File: config.mk
export PLATFORM = sky130hd
export DESIGN_NAME = pwm_decoder_flat
export DESIGN_NICKNAME = d
export VERILOG_FILES = /design/src/rtl/pwm_decoder_if.sv /design/src/rtl/pwm_decoder.sv /design/src/flat_wrapper.sv
export SDC_FILE = /design/constraint.sdc
export NUM_CORES = 1
export LEC_CHECK = 0
export BUFFER_PORTS_ARGS = -buffer_cell sky130_fd_sc_hd__clkbuf_2
export CAP_MARGIN = 20
export CORE_MARGIN = 2
export CORE_UTILIZATION = 39
export CTS_BUF_LIST = sky130_fd_sc_hd__clkbuf_16
export DETAILED_ROUTE_END_ITERATION = 16
export PLACE_DENSITY = 0.6
export SLEW_MARGIN = 25
export SYNTH_ARGS = -nofsm -noshare
export SYNTH_HDL_FRONTEND = slang
export SYNTH_SLANG_ARGS = --single-unit
export TNS_END_PERCENT = 50
File: constraint.sdc
create_clock -name clk_50MHz -period 2.5 [get_ports clk_50MHz]
set_input_delay 0 -clock clk_50MHz [delete_from_list [all_inputs] [get_ports clk_50MHz]]
set_output_delay 0 -clock clk_50MHz [all_outputs]
set_load 0.01 [all_outputs]
File: src/rtl/pwm_decoder_if.sv
// pwm_decoder_if: servo PWM input and the decoded measurement outputs.
interface pwm_decoder_if;
    logic        pwm_in;
    logic [16:0] width_o;
    logic [20:0] period_o;
    logic [3:0]  position_o;
    logic        valid_o;
    logic        signal_ok;
    logic        err_range;
    logic        timeout_o;
    modport master (
        output pwm_in,
        input  width_o, period_o, position_o, valid_o, signal_ok, err_range, timeout_o
    );
    modport slave (
        input  pwm_in,
        output width_o, period_o, position_o, valid_o, signal_ok, err_range, timeout_o
    );
endinterface

File: src/rtl/pwm_decoder.sv
// pwm_decoder: measures servo PWM high time and period, quantizes the position 0..9
// and flags out-of-range pulses and loss of signal.
module pwm_decoder #(
    parameter int MIN_PULSE = 50000,
    parameter int MAX_PULSE = 100000,
    parameter int TIMEOUT   = 1250000,
    parameter int BIN       = 5555
) (
    input  logic         clk_50MHz,
    input  logic         rst,
    pwm_decoder_if.slave bus
);
    typedef enum logic [1:0] {SYNC, WAIT_RISE, HIGH, LOW} cap_e;
    typedef enum logic {IDLE, CALC} calc_e;

    localparam logic [16:0] W_SAT  = 17'h1ffff;
    localparam logic [16:0] W_MIN  = 17'(MIN_PULSE);
    localparam logic [16:0] W_MAX  = 17'(MAX_PULSE);
    localparam logic [16:0] W_BIN  = 17'(BIN);
    localparam logic [16:0] W_HALF = 17'(BIN / 2);
    localparam logic [20:0] P_SAT  = 21'(TIMEOUT);

    logic        s1_q, s2_q, s3_q;
    logic [1:0]  fill_q;
    cap_e        st_q, st_d;
    logic [16:0] wcnt_q, wcnt_d, wlat_q, wlat_d, w_inc;
    logic [20:0] pcnt_q, pcnt_d, p_inc;
    logic        rise, fall, hand, tmo;

    calc_e       cs_q, cs_d;
    logic [16:0] qw_q, qw_d, rem_q, rem_d;
    logic [20:0] qp_q, qp_d;
    logic [3:0]  qpos_q, qpos_d;
    logic        in_rng, done;

    logic [16:0] wo_q, wo_d;
    logic [20:0] po_q, po_d;
    logic [3:0]  pos_q, pos_d;
    logic        vld_q, vld_d, ok_q, ok_d, err_q, err_d, to_q, to_d;

    assign rise  = s2_q & ~s3_q;
    assign fall  = ~s2_q & s3_q;
    assign w_inc = (wcnt_q == W_SAT) ? W_SAT : wcnt_q + 17'd1;
    assign p_inc = (pcnt_q >= P_SAT) ? P_SAT : pcnt_q + 21'd1;

    // The period counter runs in every state so loss of signal is seen even before the first pulse.
    always_comb begin
        st_d   = st_q;
        wcnt_d = wcnt_q;
        wlat_d = wlat_q;
        pcnt_d = p_inc;
        hand   = 1'b0;
        tmo    = 1'b0;
        case (st_q)
            SYNC: st_d = (fill_q == 2'd3 && !s2_q) ? WAIT_RISE : SYNC;
            WAIT_RISE: if (rise) begin
                st_d   = HIGH;
                wcnt_d = '0;
                pcnt_d = '0;
            end
            HIGH: begin
                wcnt_d = w_inc;
                if (fall) begin
                    wlat_d = w_inc;
                    st_d   = LOW;
                end
            end
            default: if (rise) begin
                hand   = 1'b1;
                st_d   = HIGH;
                wcnt_d = '0;
                pcnt_d = '0;
            end
        endcase
        if (pcnt_d == P_SAT) begin
            tmo    = 1'b1;
            pcnt_d = '0;
            st_d   = SYNC;
        end
    end

    assign in_rng = (qw_q >= W_MIN) && (qw_q <= W_MAX);
    assign done   = !in_rng || (rem_q < W_BIN) || (qpos_q == 4'd9);

    always_comb begin
        cs_d   = cs_q;
        qw_d   = qw_q;
        qp_d   = qp_q;
        rem_d  = rem_q;
        qpos_d = qpos_q;
        wo_d   = wo_q;
        po_d   = po_q;
        pos_d  = pos_q;
        vld_d  = 1'b0;
        ok_d   = ok_q;
        err_d  = err_q;
        to_d   = to_q;
        if (cs_q == CALC && done) begin
            cs_d  = IDLE;
            wo_d  = qw_q;
            po_d  = qp_q;
            pos_d = in_rng ? qpos_q : 4'd10;
            vld_d = 1'b1;
            ok_d  = in_rng;
            err_d = !in_rng;
            to_d  = to_q & !in_rng;
        end else if (cs_q == CALC) begin
            rem_d  = rem_q - W_BIN;
            qpos_d = qpos_q + 4'd1;
        end
        // A new handoff replaces whatever is still being computed.
        if (hand) begin
            cs_d   = CALC;
            qw_d   = wlat_q;
            qp_d   = p_inc;
            rem_d  = wlat_q - W_MIN + W_HALF;
            qpos_d = '0;
        end
        if (tmo) begin
            to_d  = 1'b1;
            pos_d = 4'd10;
            ok_d  = 1'b0;
        end
    end

    always_ff @(posedge clk_50MHz) begin
        if (rst) begin
            s1_q   <= 1'b0;
            s2_q   <= 1'b0;
            s3_q   <= 1'b0;
            fill_q <= '0;
            st_q   <= SYNC;
            wcnt_q <= '0;
            wlat_q <= '0;
            pcnt_q <= '0;
            cs_q   <= IDLE;
            qw_q   <= '0;
            qp_q   <= '0;
            rem_q  <= '0;
            qpos_q <= '0;
            wo_q   <= '0;
            po_q   <= '0;
            pos_q  <= 4'd10;
            vld_q  <= 1'b0;
            ok_q   <= 1'b0;
            err_q  <= 1'b0;
            to_q   <= 1'b0;
        end else begin
            s1_q   <= bus.pwm_in;
            s2_q   <= s1_q;
            s3_q   <= s2_q;
            fill_q <= (fill_q == 2'd3) ? fill_q : fill_q + 2'd1;
            st_q   <= st_d;
            wcnt_q <= wcnt_d;
            wlat_q <= wlat_d;
            pcnt_q <= pcnt_d;
            cs_q   <= cs_d;
            qw_q   <= qw_d;
            qp_q   <= qp_d;
            rem_q  <= rem_d;
            qpos_q <= qpos_d;
            wo_q   <= wo_d;
            po_q   <= po_d;
            pos_q  <= pos_d;
            vld_q  <= vld_d;
            ok_q   <= ok_d;
            err_q  <= err_d;
            to_q   <= to_d;
        end
    end

    assign bus.width_o    = wo_q;
    assign bus.period_o   = po_q;
    assign bus.position_o = pos_q;
    assign bus.valid_o    = vld_q;
    assign bus.signal_ok  = ok_q;
    assign bus.err_range  = err_q;
    assign bus.timeout_o  = to_q;
endmodule

File: src/flat_wrapper.sv
// flat-port wrapper written by rule: the top's interface ports become plain ports
module pwm_decoder_flat 
#(
    parameter int MIN_PULSE = 50000,
    parameter int MAX_PULSE = 100000,
    parameter int TIMEOUT   = 1250000,
    parameter int BIN       = 5555
)
  (clk_50MHz, rst, bus_pwm_in, bus_width_o, bus_period_o, bus_position_o, bus_valid_o, bus_signal_ok, bus_err_range, bus_timeout_o);
  pwm_decoder_if bus_i ();
  input  logic clk_50MHz;
  input  logic rst;
  input wire logic [$bits(bus_i.pwm_in)-1:0] bus_pwm_in;
  output wire logic [$bits(bus_i.width_o)-1:0] bus_width_o;
  output wire logic [$bits(bus_i.period_o)-1:0] bus_period_o;
  output wire logic [$bits(bus_i.position_o)-1:0] bus_position_o;
  output wire logic [$bits(bus_i.valid_o)-1:0] bus_valid_o;
  output wire logic [$bits(bus_i.signal_ok)-1:0] bus_signal_ok;
  output wire logic [$bits(bus_i.err_range)-1:0] bus_err_range;
  output wire logic [$bits(bus_i.timeout_o)-1:0] bus_timeout_o;
  assign bus_i.pwm_in = bus_pwm_in;
  assign bus_width_o = bus_i.width_o;
  assign bus_period_o = bus_i.period_o;
  assign bus_position_o = bus_i.position_o;
  assign bus_valid_o = bus_i.valid_o;
  assign bus_signal_ok = bus_i.signal_ok;
  assign bus_err_range = bus_i.err_range;
  assign bus_timeout_o = bus_i.timeout_o;
  pwm_decoder #(.MIN_PULSE(MIN_PULSE), .MAX_PULSE(MAX_PULSE), .TIMEOUT(TIMEOUT), .BIN(BIN)) u_core (.clk_50MHz(clk_50MHz), .rst(rst), .bus(bus_i));
endmodule
==> impl_metrics.tcl <==
set metrics [dict create \
    startpoint_type "flop" \
    ant_nets 0 \
    status "finished, final reports clean" \
    finalClockSkew_ns 0.01217 \
    seq_area_frac_synth 0.4404 \
    cts_tree "built" \
    cts_sinks 168 \
    finalMaxSlewViolations 0 \
    clk_path_buf_depth 2 \
    max_slew_margin 0.6578 \
    syn_inst 951 \
    maxCapViolCount 0 \
    regToRegEndpoint "u_core.pcnt_q[2]$_SDFF_PP0_" \
    grt.total_usage 0.1908 \
    hold_path_end "u_core.s1_q$_SDFF_PP0_" \
    worstPathArrival_ns 2.73 \
    place.detailed.hpwl_um 12940 \
    path_class "reg2reg" \
    required_ns 2.80 \
    setup_tns_ns 0 \
    ys.flop_type "dfxtp_1" \
    r2r_start "u_core.pcnt_q[0]$_SDFF_PP0_" \
    finalNetCount 1019 \
    first_global_vias 6192 \
    vias_per_cell 5.229 \
    async_flop_share 0 \
    vias 6725 \
    period_needed_ns 2.430 \
    cts-root-buf "clkbuf_16" \
    gp_congestion 0.9227 \
    hold_start "bus_pwm_in" \
    synth_edf_count 0 \
    drc 0 \
    die-area_um2 20710 \
    clock_latency_ns 0.43 \
    yosysWarnings 0 \
    htreeDepth 4 \
    critPathMaxFanout 7 \
    port_buffers 48 \
    hold_viol 0 \
    holdWs_ns 0.3313 \
    syn_area_per_cell_um2 8.030 \
    p_leak_nw 3.240 \
    die_w_um 143.9 \
    syn2layout_area_growth_pct 18.60 \
    synth.distinct_cells 60 \
    place_area_um2 8363 \
    rows 51 \
    routed_wl_um 19100 \
    dpl_worst_slack_ns 0.05981 \
    reg2reg_slack_ns 0.07 \
    antenna_found_initial 0 \
    cts_made_buffers 17 \
    initial_utilization 0.3949 \
    drt_iter0_drc 464 \
    hold_depth 3 \
    drt_first_pass_iters 5 \
    antenna-diode-count 0 \
    seq_area_um2 3376 \
    overflow 0 \
    ios 49 \
    grt_max_degree 44 \
    setup_slack_ns 0.07004 \
    hold_path.class "in2reg" \
    max_freq_ghz 0.4115 \
    p_per_area_nw_per_um2 588.1 \
    finalCritPeriodShare 0.9720 \
    syn_nets 962 \
    cp-end-kind "flop" \
    final_layout_size_suffix_gt1_frac 0.1587 \
    vdd_drop_max_mv 0.3391 \
    grt_pass1_wl_um 31510 \
    clk_pin_slew_ns 0.07 \
    r2r_cells 10 \
    worst_pin_slew_ns 0.5004 \
    wl_per_cell_um 14.85 \
    utilization 0.4684 \
    synth-seq-cells 168 \
    setup_viol 0 \
    die_h_um 143.9 \
    fill_cells 1944 \
    syn_area_um2 7636 \
    core_area_um2 19330 \
    stdcell_area_um2 9056 \
    multiInputGateArea_um2 4065 \
]
layer usage:
| metal | global-route usage | up-vias | part of all wire | wire length (um) |
|---|---|---|---|---|
| met5 | 0 | - | 0 | 0 |
| met3 | 0.03899 | 15 | 0.043 | 815 |
| li1 | - | 3437 | - | - |
| met2 | 0.2857 | 133 | 0.44 | 8316 |
| met1 | 0.2717 | 3140 | 0.51 | 9713 |
| met4 | 0.06708 | 0 | 0.013 | 252 |
critical path, cell delays in order, from the launching register on:
cell and delay [ns]:
dfxtp_4 0.36, buf_4 0.15, nand3_4 0.13, nor2_4 0.07, or3b_2 0.45, a221oi_2 0.28
nand3_1 0.16, o211ai_1 0.33, buf_4 0.19, buf_6 0.13, nor3_1 0.05
repair_timing:
| item | in CTS | in global routing |
|---|---|---|
| resized for setup | 0 | 24 |
| hold endpoints to repair | 16 | 0 |
| buffers inserted | 0 | 3 |
| hold buffers | 2 | 0 |
| setup endpoints to repair | 0 | 29 |
synthesized netlist by cell type (4+ instances only):
cell type | count | share of area
nand4_1 | 7 | 0.0057
nor2b_1 | 12 | 0.0098
a31oi_1 | 25 | 0.020
and3_1 | 9 | 0.0074
a21oi_1 | 105 | 0.069
nor3_1 | 52 | 0.034
nor4_1 | 7 | 0.0057
dfxtp_1 | 168 | 0.44
nand2_1 | 149 | 0.073
o211ai_1 | 5 | 0.0049
and4_1 | 4 | 0.0046
o22ai_1 | 4 | 0.0033
clkbuf_1 | 52 | 0.026
nand2b_1 | 5 | 0.0041
xor2_1 | 16 | 0.018
nor3b_1 | 5 | 0.0049
o21ai_0 | 65 | 0.043
buf_2 | 9 | 0.0059
nand3_1 | 24 | 0.016
a211oi_1 | 11 | 0.011
o21ai_1 | 4 | 0.0026
o21a_1 | 8 | 0.0079
xnor2_1 | 50 | 0.057
nor2_1 | 76 | 0.037
ha_1 | 8 | 0.013
mux2i_1 | 4 | 0.0052
inv_1 | 11 | 0.0054
and2_1 | 5 | 0.0041
registers in the layout (all words and copies together), names as in the netlist, 2 cells and up:
name and cells:
u_core.fill_q 2, u_core.qp_q 21, u_core.rem_q 17, u_core.wcnt_q 17, u_core.pcnt_q 21, u_core.bus.position_o 4
u_core.st_q 2, u_core.qw_q 17, u_core.qpos_q 4, u_core.wlat_q 17, u_core.bus.width_o 17, u_core.bus.period_o 21
cell type report:
type                       instances  share of cell area
clock buffer                      17             0.04697
clock inverter                    15             0.01395
inverter                          11            0.004559
multi-input combinational        707              0.4489
sequential                       168              0.3728
tap                              265             0.03661
timing repair buffer             103             0.07626
cells by family after synthesis:
group                      Yosys count  synth area share
and+or+nand+nor                    379            0.2379
AOI/OAI and AO/OA                  250            0.1883
DFF                                168            0.4404
adders and majority gates            8           0.01311
xor gates and xnor gates            66           0.07570
buffers and inverters               76           0.03933
muxes                                4          0.005244
layout by cell type (no fill, tap or decap), drive strengths merged, types with 6 or more instances in the layout:
cell	count
a21oi	105
buf	54
nor2	77
o21ai	69
nor3	52
o21a	8
clkbuf	64
ha	8
clkinv	6
nor4	11
nor2b	12
and3	9
nand3	26
inv	15
xnor2	50
dfxtp	168
xor2	16
a211oi	12
a31oi	25
nand2	149
nand4	9
where the power goes:
part           total (mW)  leakage [nW]  internal (mW)  switching, mW
sequential           2.71          1.36           2.69         0.0148
combinational       0.148          1.62         0.0534         0.0950
clock                2.47         0.261           1.37           1.10
total                5.33          3.24           4.12           1.21
worst max-delay path by stage:
| stage | depth (start not counted) | startpoint | slack, ns | end |
|---|---|---|---|---|
| 6_report | 10 | u_core.pcnt_q[0]$_SDFF_PP0_ | 0.07 | u_core.pcnt_q[2]$_SDFF_PP0_ |
| 5_1_grt | 11 | u_core.pcnt_q[3]$_SDFF_PP0_ | -0.05 | u_core.pcnt_q[20]$_SDFF_PP0_ |
| 4_1_cts | 8 | u_core.pcnt_q[0]$_SDFF_PP0_ | 0.04 | u_core.bus.timeout_o$_SDFFE_PP0P_ |
| 3_5_place_dp | 8 | u_core.pcnt_q[0]$_SDFF_PP0_ | 0.06 | u_core.bus.timeout_o$_SDFFE_PP0P_ |
| 3_3_place_gp | 8 | u_core.pcnt_q[0]$_SDFF_PP0_ | 0.10 | u_core.bus.timeout_o$_SDFFE_PP0P_ |
| 2_1_floorplan | 8 | u_core.pcnt_q[0]$_SDFF_PP0_ | 0.09 | u_core.bus.timeout_o$_SDFFE_PP0P_ |
through the flow:
stage	total power, mW	std cells
2_1_floorplan	2.853	951
3_3_place_gp	2.903	1248
3_5_place_dp	2.904	1248
4_1_cts	5.381	1282
5_1_grt	5.534	1286
6_report	5.326	1286
No activity file was read; power rests on OpenSTA's default activity.
